### config.mk
export PLATFORM = sky130hd
export DESIGN_NAME = dmem_req_ctrl
export DESIGN_NICKNAME = d
export VERILOG_FILES = /design/src/rtl/mem_pkg.sv /design/src/rtl/lsu_align.sv /design/src/rtl/dmem_req_ctrl.sv
export SDC_FILE = /design/constraint.sdc
export NUM_CORES = 1
export LEC_CHECK = 0
export CORE_UTILIZATION = 53
export CTS_BUF_LIST = sky130_fd_sc_hd__clkbuf_16
export DETAILED_ROUTE_END_ITERATION = 6
export HOLD_SLACK_MARGIN = 0.02
export PLACE_DENSITY = 0.95
export SYNTH_ARGS = -nofsm -noshare
export SYNTH_HDL_FRONTEND = slang
export SYNTH_SLANG_ARGS = --single-unit
### constraint.sdc
create_clock -name clk -period 5.7 [get_ports clk]
set_clock_uncertainty 0.2 [all_clocks]
set_input_delay 1.14 -clock clk [delete_from_list [all_inputs] [get_ports clk]]
set_output_delay 1.14 -clock clk [all_outputs]
set_load 0.02 [all_outputs]
### src/rtl/mem_pkg.sv
// Shared types for the data-memory request path.
// Holds the access-size encoding seen on req_size, the request-controller
// state encoding, and the memory word width.
package mem_pkg;

    localparam int WORD_W = 32;

    // Encoding of req_size. 2'b11 is not a member and is always an error.
    typedef enum logic [1:0] {
        SZ_BYTE = 2'b00,
        SZ_HALF = 2'b01,
        SZ_WORD = 2'b10
    } size_e;

    typedef enum logic [2:0] {
        IDLE   = 3'd0,
        RD     = 3'd1,
        RMW_RD = 3'd2,
        RMW_WR = 3'd3,
        WR     = 3'd4,
        RESP   = 3'd5
    } state_e;

endpackage

### src/rtl/lsu_align.sv
// Combinational lane logic for the data-memory request controller.
//
// Ports:
//   chk_size, chk_lane  size and addr[1:0] of the request being offered
//   chk_error           illegal size or misaligned address for that request
//   size, lane          size and addr[1:0] of the request in flight
//   is_unsigned         zero-extend (1) or sign-extend (0) load data
//   rd_word             word returned by the memory
//   wr_data             right-aligned store data
//   ld_data             extracted and extended load result
//   st_word             rd_word with the addressed byte/half replaced
module lsu_align
    import mem_pkg::*;
(
    input  logic [1:0]        chk_size,
    input  logic [1:0]        chk_lane,
    output logic              chk_error,
    input  logic [1:0]        size,
    input  logic [1:0]        lane,
    input  logic              is_unsigned,
    input  logic [WORD_W-1:0] rd_word,
    input  logic [WORD_W-1:0] wr_data,
    output logic [WORD_W-1:0] ld_data,
    output logic [WORD_W-1:0] st_word
);

    logic [7:0]  byte_sel;
    logic [15:0] half_sel;
    logic        byte_sign;
    logic        half_sign;

    always_comb begin
        chk_error = 1'b0;
        case (chk_size)
            SZ_BYTE: chk_error = 1'b0;
            SZ_HALF: chk_error = chk_lane[0];
            SZ_WORD: chk_error = |chk_lane;
            default: chk_error = 1'b1;
        endcase
    end

    always_comb begin
        byte_sel = rd_word[7:0];
        case (lane)
            2'd0: byte_sel = rd_word[7:0];
            2'd1: byte_sel = rd_word[15:8];
            2'd2: byte_sel = rd_word[23:16];
            2'd3: byte_sel = rd_word[31:24];
            default: byte_sel = rd_word[7:0];
        endcase
        half_sel  = lane[1] ? rd_word[31:16] : rd_word[15:0];
        byte_sign = ~is_unsigned & byte_sel[7];
        half_sign = ~is_unsigned & half_sel[15];

        ld_data = rd_word;
        case (size)
            SZ_BYTE: ld_data = {{24{byte_sign}}, byte_sel};
            SZ_HALF: ld_data = {{16{half_sign}}, half_sel};
            default: ld_data = rd_word;
        endcase
    end

    always_comb begin
        st_word = rd_word;
        case (size)
            SZ_BYTE: st_word[{lane, 3'b000} +: 8] = wr_data[7:0];
            SZ_HALF: begin
                if (lane[1]) st_word[31:16] = wr_data[15:0];
                else         st_word[15:0]  = wr_data[15:0];
            end
            default: st_word = wr_data;
        endcase
    end

endmodule

### src/rtl/dmem_req_ctrl.sv
// Initiator-side controller between the MEM stage and a word-wide data
// memory without byte enables. Sub-word stores become read-modify-write.
// One request in flight at a time; all outputs are registered.
//
// Ports:
//   clk, rstn            clock, asynchronous active-low reset
//   req_*                pipeline request (valid/ready handshake)
//   resp_valid/rdata/error  one-cycle completion pulse with load data / error
//   mem_read_enable/addr    read request, held until mem_ready
//   mem_write_enable/addr/data  single-cycle write
//   mem_ready, mem_read_data    memory read handshake and data
//
// state  | meaning
// IDLE   | req_ready high, waiting for a request
// RD     | load read outstanding, waiting on mem_ready
// RMW_RD | sub-word store, reading the old word
// RMW_WR | sub-word store, writing the merged word
// WR     | word store, single write cycle
// RESP   | resp_valid pulse, then back to IDLE
module dmem_req_ctrl
    import mem_pkg::*;
#(
    parameter int DEPTH  = 1024,
    parameter int ADDR_W = 32
) (
    input  logic                     clk,
    input  logic                     rstn,
    input  logic                     req_valid,
    output logic                     req_ready,
    input  logic                     req_write,
    input  logic [1:0]               req_size,
    input  logic                     req_unsigned,
    input  logic [ADDR_W-1:0]        req_addr,
    input  logic [WORD_W-1:0]        req_wdata,
    output logic                     resp_valid,
    output logic [WORD_W-1:0]        resp_rdata,
    output logic                     resp_error,
    output logic                     mem_read_enable,
    output logic                     mem_write_enable,
    output logic [$clog2(DEPTH)-1:0] mem_read_addr,
    output logic [$clog2(DEPTH)-1:0] mem_write_addr,
    output logic [WORD_W-1:0]        mem_write_data,
    input  logic                     mem_ready,
    input  logic [WORD_W-1:0]        mem_read_data
);

    localparam int AW = $clog2(DEPTH);

    state_e            state_q, state_d;
    logic [1:0]        size_q, size_d;
    logic              uns_q, uns_d;
    logic [1:0]        lane_q, lane_d;
    logic [WORD_W-1:0] wdata_q, wdata_d;

    logic              req_ready_q, req_ready_d;
    logic              resp_valid_q, resp_valid_d;
    logic              resp_error_q, resp_error_d;
    logic [WORD_W-1:0] resp_rdata_q, resp_rdata_d;
    logic              mem_re_q, mem_re_d;
    logic              mem_we_q, mem_we_d;
    logic [AW-1:0]     mem_raddr_q, mem_raddr_d;
    logic [AW-1:0]     mem_waddr_q, mem_waddr_d;
    logic [WORD_W-1:0] mem_wdata_q, mem_wdata_d;

    logic              req_error;
    logic [WORD_W-1:0] ld_data;
    logic [WORD_W-1:0] st_word;
    logic              accept;
    logic [AW-1:0]     req_word;

    // Error check looks at the live request; load/merge use the latched one.
    lsu_align u_align (
        .chk_size    (req_size),
        .chk_lane    (req_addr[1:0]),
        .chk_error   (req_error),
        .size        (size_q),
        .lane        (lane_q),
        .is_unsigned (uns_q),
        .rd_word     (mem_read_data),
        .wr_data     (wdata_q),
        .ld_data     (ld_data),
        .st_word     (st_word)
    );

    assign accept   = req_valid && req_ready_q;
    assign req_word = req_addr[AW+1:2];

    always_comb begin
        state_d      = state_q;
        size_d       = size_q;
        uns_d        = uns_q;
        lane_d       = lane_q;
        wdata_d      = wdata_q;
        req_ready_d  = req_ready_q;
        resp_valid_d = 1'b0;
        resp_error_d = resp_error_q;
        resp_rdata_d = resp_rdata_q;
        mem_re_d     = mem_re_q;
        mem_we_d     = 1'b0;
        mem_raddr_d  = mem_raddr_q;
        mem_waddr_d  = mem_waddr_q;
        mem_wdata_d  = mem_wdata_q;

        case (state_q)
            IDLE: begin
                if (accept) begin
                    size_d       = req_size;
                    uns_d        = req_unsigned;
                    lane_d       = req_addr[1:0];
                    wdata_d      = req_wdata;
                    req_ready_d  = 1'b0;
                    resp_rdata_d = '0;
                    resp_error_d = 1'b0;
                    if (req_error) begin
                        state_d      = RESP;
                        resp_valid_d = 1'b1;
                        resp_error_d = 1'b1;
                    end else if (!req_write) begin
                        state_d     = RD;
                        mem_re_d    = 1'b1;
                        mem_raddr_d = req_word;
                    end else if (req_size == SZ_WORD) begin
                        state_d     = WR;
                        mem_we_d    = 1'b1;
                        mem_waddr_d = req_word;
                        mem_wdata_d = req_wdata;
                    end else begin
                        state_d     = RMW_RD;
                        mem_re_d    = 1'b1;
                        mem_raddr_d = req_word;
                        mem_waddr_d = req_word;
                    end
                end
            end
            RD: begin
                if (mem_ready) begin
                    state_d      = RESP;
                    mem_re_d     = 1'b0;
                    resp_valid_d = 1'b1;
                    resp_rdata_d = ld_data;
                end
            end
            RMW_RD: begin
                // The merged word is built straight from the read data, so
                // the write-data register doubles as the capture register.
                if (mem_ready) begin
                    state_d     = RMW_WR;
                    mem_re_d    = 1'b0;
                    mem_we_d    = 1'b1;
                    mem_wdata_d = st_word;
                end
            end
            RMW_WR, WR: begin
                state_d      = RESP;
                resp_valid_d = 1'b1;
            end
            RESP: begin
                state_d     = IDLE;
                req_ready_d = 1'b1;
            end
            default: begin
                state_d     = IDLE;
                req_ready_d = 1'b1;
                mem_re_d    = 1'b0;
            end
        endcase
    end

    always_ff @(posedge clk or negedge rstn) begin
        if (!rstn) begin
            state_q      <= IDLE;
            size_q       <= '0;
            uns_q        <= 1'b0;
            lane_q       <= '0;
            wdata_q      <= '0;
            req_ready_q  <= 1'b1;
            resp_valid_q <= 1'b0;
            resp_error_q <= 1'b0;
            resp_rdata_q <= '0;
            mem_re_q     <= 1'b0;
            mem_we_q     <= 1'b0;
            mem_raddr_q  <= '0;
            mem_waddr_q  <= '0;
            mem_wdata_q  <= '0;
        end else begin
            state_q      <= state_d;
            size_q       <= size_d;
            uns_q        <= uns_d;
            lane_q       <= lane_d;
            wdata_q      <= wdata_d;
            req_ready_q  <= req_ready_d;
            resp_valid_q <= resp_valid_d;
            resp_error_q <= resp_error_d;
            resp_rdata_q <= resp_rdata_d;
            mem_re_q     <= mem_re_d;
            mem_we_q     <= mem_we_d;
            mem_raddr_q  <= mem_raddr_d;
            mem_waddr_q  <= mem_waddr_d;
            mem_wdata_q  <= mem_wdata_d;
        end
    end

    assign req_ready        = req_ready_q;
    assign resp_valid       = resp_valid_q;
    assign resp_error       = resp_error_q;
    assign resp_rdata       = resp_rdata_q;
    assign mem_read_enable  = mem_re_q;
    assign mem_write_enable = mem_we_q;
    assign mem_read_addr    = mem_raddr_q;
    assign mem_write_addr   = mem_waddr_q;
    assign mem_write_data   = mem_wdata_q;

endmodule

# Word level (Yosys, flattened, before mapping)
# Index checks and enable logic that the tools add are counted.
totals:
  wordCells: 106
  reg_bits: 129
  out_inout_bits: 89
  input_bits: 104
op_classes:
  shifts: 2
  eq_ne: 20
  n_reduce_logical: 20
  muxes: 43
  bitwise_logic: 6
  add_sub_neg: 1
op_table:
  columns: ["op", "n"]
  rows:
  - ["case mux 32 bit (2 select lines)", 4]
  - ["2-to-1 mux 32 bit", 7]
  - ["2-to-1 mux 16 bit", 3]
  - ["bitwise mux 32 bit", 1]
  - ["case mux 8 bit (4 select lines)", 1]
  - ["variable shift 8 x 7 -> 32 bit (first input constant)", 1]
  - ["variable part select 8 x 7 -> 32 bit", 1]
  - ["2-to-1 mux 10 bit", 2]
  - ["2-to-1 mux 3 bit", 6]
  - ["inequality test 2 bit (second input constant)", 7]
  - ["2-to-1 mux 1 bit", 13]
  - ["case mux 3 bit (4 select lines)", 1]
  - ["case mux 1 bit (3 select lines)", 3]
  - ["AND reduction 4 bit", 2]
  - ["negation 5 -> 7 bit", 1]
  - ["== test 2 x 1 -> 1 bit (second input constant)", 3]
  - ["== test 2 bit (second input constant)", 3]
  - ["== test 3 x 2 -> 1 bit (second input constant)", 2]
  - ["== test 3 bit (second input constant)", 2]
  - ["zero test 2 bit", 3]
  - ["AND reduction 3 bit", 2]
  - ["AND reduction 6 bit", 1]
  - ["OR reduction 2 bit", 3]
  - ["AND reduction 5 bit", 1]
  - ["other kinds (12)", 19]

# Longest topological paths before layout
depth:
  depth_word: 6
  mapped_depth: 10
  mapped_depth_nobuf: 6

# Modules after synthesis
# From an unflattened synthesis, not the netlist that was laid out.
hier_totals:
  hier_cells: 568
  area_unflattened_um2: 6662.6
modules_own_cells:
  columns: ["mod", "cells_per_inst", "area_each_um2", "instances", "seq_area_each_um2"]
  rows:
  - ["dmem_req_ctrl", 341, 5212.5, 1, 3229.3]
  - ["lsu_align", 227, 1450.1, 1, 0.0]

# Worst setup path before layout
# No wires, ideal clock.
synth_path:
  path_type: "in2reg"
  from: "input port req_addr[0]"
  to: "register mem_wdata_q[17] (netlist: mem_write_data[17])"
  arrival_ns: 2.314
  path_stages: 5
  required_ns: 5.375
  setup_time_ns: 0.125
  setup_slack_ns: 3.061
  path_buffers: 0
  path_cell_list: "a21oi_1 -> o2111ai_2 -> o21a_1 -> inv_1 -> mux2_2"
synth_between:
  elab_chain_len: 4
synth_rtl:
  columns: ["element", "line_no", "source"]
  rows:
  - ["from (decl)", "dmem_req_ctrl.sv:33", "input logic [ADDR_W-1:0] req_addr,"]
  - ["OR reduction 2 bit", "lsu_align.sv:37", "SZ_WORD: chk_error = |chk_lane;"]
  - ["case mux 1 bit (3 select lines) (*)", "lsu_align.sv:34", "case (chk_size)"]
  - ["inequality test 2 bit (no line) (*)", null, null]
  - ["AND reduction 6 bit (no line) (*)", null, null]
  - ["to (signal assigned)", "dmem_req_ctrl.sv:199", "mem_wdata_q <= mem_wdata_d;"]
  - ["to (decl)", "dmem_req_ctrl.sv:63", "logic [WORD_W-1:0] mem_wdata_q, mem_wdata_d;"]
# Mark *: on every way between the ends. The rest lies on a longest branch, timed or not.
# A chain may end at the register's enable or synchronous reset.

# Worst setup path after layout
layout_path:
  from: "register state_q[1]"
  to: "register mem_wdata_q[17] (netlist: mem_write_data[17])"
layout_between:
  elab_chain_len: 3
  word_cells_on_any_way: 10
  classes_between: "eq/ne: 6; mux: 1; reduce/logical: 3"
layout_rtl:
  columns: ["element", "line_no", "source"]
  rows:
  - ["from (decl)", "dmem_req_ctrl.sv:49", "state_e state_q, state_d;"]
  - ["from (signal assigned)", "dmem_req_ctrl.sv:186", "state_q <= state_d;"]
  - ["== test 3 x 2 -> 1 bit / zero test 3 bit (equally long branches)", "dmem_req_ctrl.sv:104", "case (state_q)"]
  - ["inequality test 2 bit (no line) / nonzero test 2 bit (equally long branches)", null, null]
  - ["AND reduction 6 bit (no line)", null, null]
# Several ways; a longest one is shown, not always the timed one.

==> impl_metrics.toml <==
[status]
status = "complete, but fails checks"
failed_checks = "design-rule violations"

[route]
routed_wl_um = 21800
dr_total_vias = 6630
avgViaCountPerCell = 6.58
detail_route.wl_per_cell_um = 21.7
drt_pass1_iterations = 7
drt_iter0_markers = 769
route.antenna.remaining_nets = 0
drc_errors = 19

[clocking]
tritoncts = "done"
worstSkewPairLatency_ns = 0.42
worst_setup_hold_path_clk_slew_ns = 0.06
buffers_from_clock_root_to_sink_at_most = 2
cts.sinks = 129
cts_hold_buffers = 0
cts-htree-levels = 4
cts.repair.resized = 0
ctsRootBufferMaster = "clkbuf_16"
cts_buffers = 17
post_cts_buffers = 0

[final_layout]
combined_flip_flop_and_latch_cell_area_mm2 = 0.00323
n_fill_cell = 905
layout.nets = 931
multi_input_combinational_cell_area_mm2 = 0.00340
layout-drive-gt1-share = 0.132
layout_commonest_cell = "clkdlybuf4s50_1"
area_growth_pct = 33.3
most-common-layout-cells = "clkdlybuf4s50_1, dfrtp_1, nand2_1"

[logic_synthesis]
synth_enable_flop_cells = 0
ys.warnings.count = 0
synthDominantAreaCellType = "dfrtp_1"
synthesis.area_per_instance_um2 = 10.3
netlist.area_leader.share = 0.460
synth.yosys.seq_area_share = 0.464
synth_seq_cells = 129
ys_async_sr_fraction = 1.00
netlist_top_cells_area = "dfrtp_1, mux2_2, a221o_1"
synth.lib_cells_used.distinct = 54
syn_inst = 679
synth-main-ff-cell = "dfrtp_1"
postSynthNetCount = 788
post_synth_instance_area_mm2 = 0.00697

[placed_design]
routabilityCongestion = 0.963
dpl.hpwl_um = 15000
numPortBuffers = 172

[global_routing]
globalRouteTotalUtil = 0.333
global_route_wire_length_before_repair_um = 34200
grt-ovfl-total = 0
grt_start_max_net_pins = 65
first_global_vias = 6396
number_of_antenna_violations_at_the_first_check_in_global_routing = 1

[worst_setup_path]
worst-path-max-fanout = 41
start_kind = "register"
critical_path_class = "register to register"
regToRegStartpoint = "state_q[1]"
startpoint = "state_q[1]"
worst-endpoint-arrival_ns = 3.52
sort_of_element_at_the_end_of_the_critical_path = "register"
worst_path_required_ns = 5.80

[sta]
maxSlewHeadroom = 0.249
final.setup.tns_ns = 0
report.final.slew_viol_count = 0
setup_viol = 0
rsz0062_at_grt = "false"
timing_worst_slew_pin_value_ns = 1.12
finalCritPeriodShare = 0.599
endpoints_failing_hold = 0
fin_hold_ws_ns = 0.288
final_period_demand_of_the_worst_path_ns = 3.41
max_freq_mhz = 293

[worst_hold_path]
worstHoldStart = "resp_rdata[13]"
min_path_type = "register to register"

[floorplan]
design.die.area_mm2 = 0.0136
chipWidth_um = 117
die_y_um = 117
floorplan.core_area_mm2 = 0.0127
initial_utilization = 0.548
placementRows = 41
top_level_ports = 193

[power]
powerDensity_mw_per_mm2 = 571
p_leak_nw = 3.78
vdd_drop_max_uv = 357

[flow_run]
count_of_maximum_capacitance_violations = 0
[synthesized netlist by cell type, types with 2 or more instances]
cell	count
dfrtp_1	128
nand2_1	64
mux2_2	58
nor2_1	48
o211ai_1	38
o21ai_0	38
clkbuf_1	35
o31ai_1	32
a221o_1	31
a21oi_1	26
a221oi_1	24
buf_2	20
a211oi_1	16
inv_1	16
mux2i_1	15
nand2b_1	12
nand3b_1	11
o22ai_1	9
a222oi_1	7
ha_1	5
buf_6	4
nor3_1	4
o21a_1	3
nor2b_1	2
nor4bb_1	2
o211a_1	2
o21ai_1	2
[flip-flops by register name, summed over array words and instances (netlist names)]
register	count
mem_write_data	32
resp_rdata	32
wdata_q	32
mem_read_addr	10
mem_write_addr	10
state_q	3
lane_q	2
size_q	2
mem_read_enable	1
mem_write_enable	1
req_ready	1
resp_error	1
resp_valid	1
uns_q	1
[worst max-delay path, cell delays in order (launching register included)]
cell     delay, ns
dfrtp_1       0.60
nor3b_4       0.26
buf_4         0.43
nand2_1       0.79
o21a_1        0.34
buf_4         0.24
inv_1         0.11
mux2_2        0.33
[stage by stage]
step / instances / utilization / power, mW / cell area [µm²] / setup slack (ns)
after global routing: 1008 / 0.730 / 5.57 / 9290 / 2.11
after global placement: 975 / 0.686 / 4.13 / 8730 / 2.01
final: 1008 / 0.730 / 5.31 / 9290 / 2.29
after CTS: 1007 / 0.730 / 5.28 / 9280 / 2.30
after detailed placement: 975 / 0.686 / 4.22 / 8730 / 1.96
after floorplan: 679 / - / 3.21 / 6970 / 3.06
[final cells by class]
type,count,share of cell area
well taps,172,0.0232
clock buffers,17,0.0458
multi-input cells,472,0.366
inverters,17,0.00687
clock inverters,15,0.0140
repair buffers,185,0.196
flip-flops and latches,129,0.348
diodes,1,0.000270
[report_power, final]
| group | total, mW | internal, mW | switching [mW] |
|---|---|---|---|
| logic | 2.58 | 1.19 | 1.39 |
| registers | 1.69 | 1.35 | 0.347 |
| clock network | 1.03 | 0.632 | 0.397 |
| total | 5.31 | 3.17 | 2.14 |
[cells by family after synthesis]
logic type / Yosys count / synth area share
simple gates: 153 / 0.101
fa+ha+maj: 5 / 0.00898
mux: 73 / 0.115
flops: 129 / 0.464
buf+inv: 78 / 0.0505
compound gates: 241 / 0.260
[worst paths after layout]
check / endpoint / depth (start not counted) / slack (ns)
min in group asynchronous: mem_write_data[16] / 1 / 0.43
worst min-delay path: resp_rdata[13] / 2 / 0.29
worst min register to register: resp_rdata[13] / 2 / 0.29
worst max-delay path: mem_write_data[17] / 7 / 2.29
worst max register to register: mem_write_data[17] / 7 / 2.29
max in group asynchronous: state_q[1] / 2 / 3.89
[routing by layer]
metal  vias to the layer above  global-route usage  share of wire
li1                       2878                   -              -
met1                      3210               0.421           0.38
met2                       440               0.518           0.47
met3                       102              0.0867           0.10
met4                         0               0.197          0.056
met5                         -                   0              0
Power figures use the tool's default switching activity.
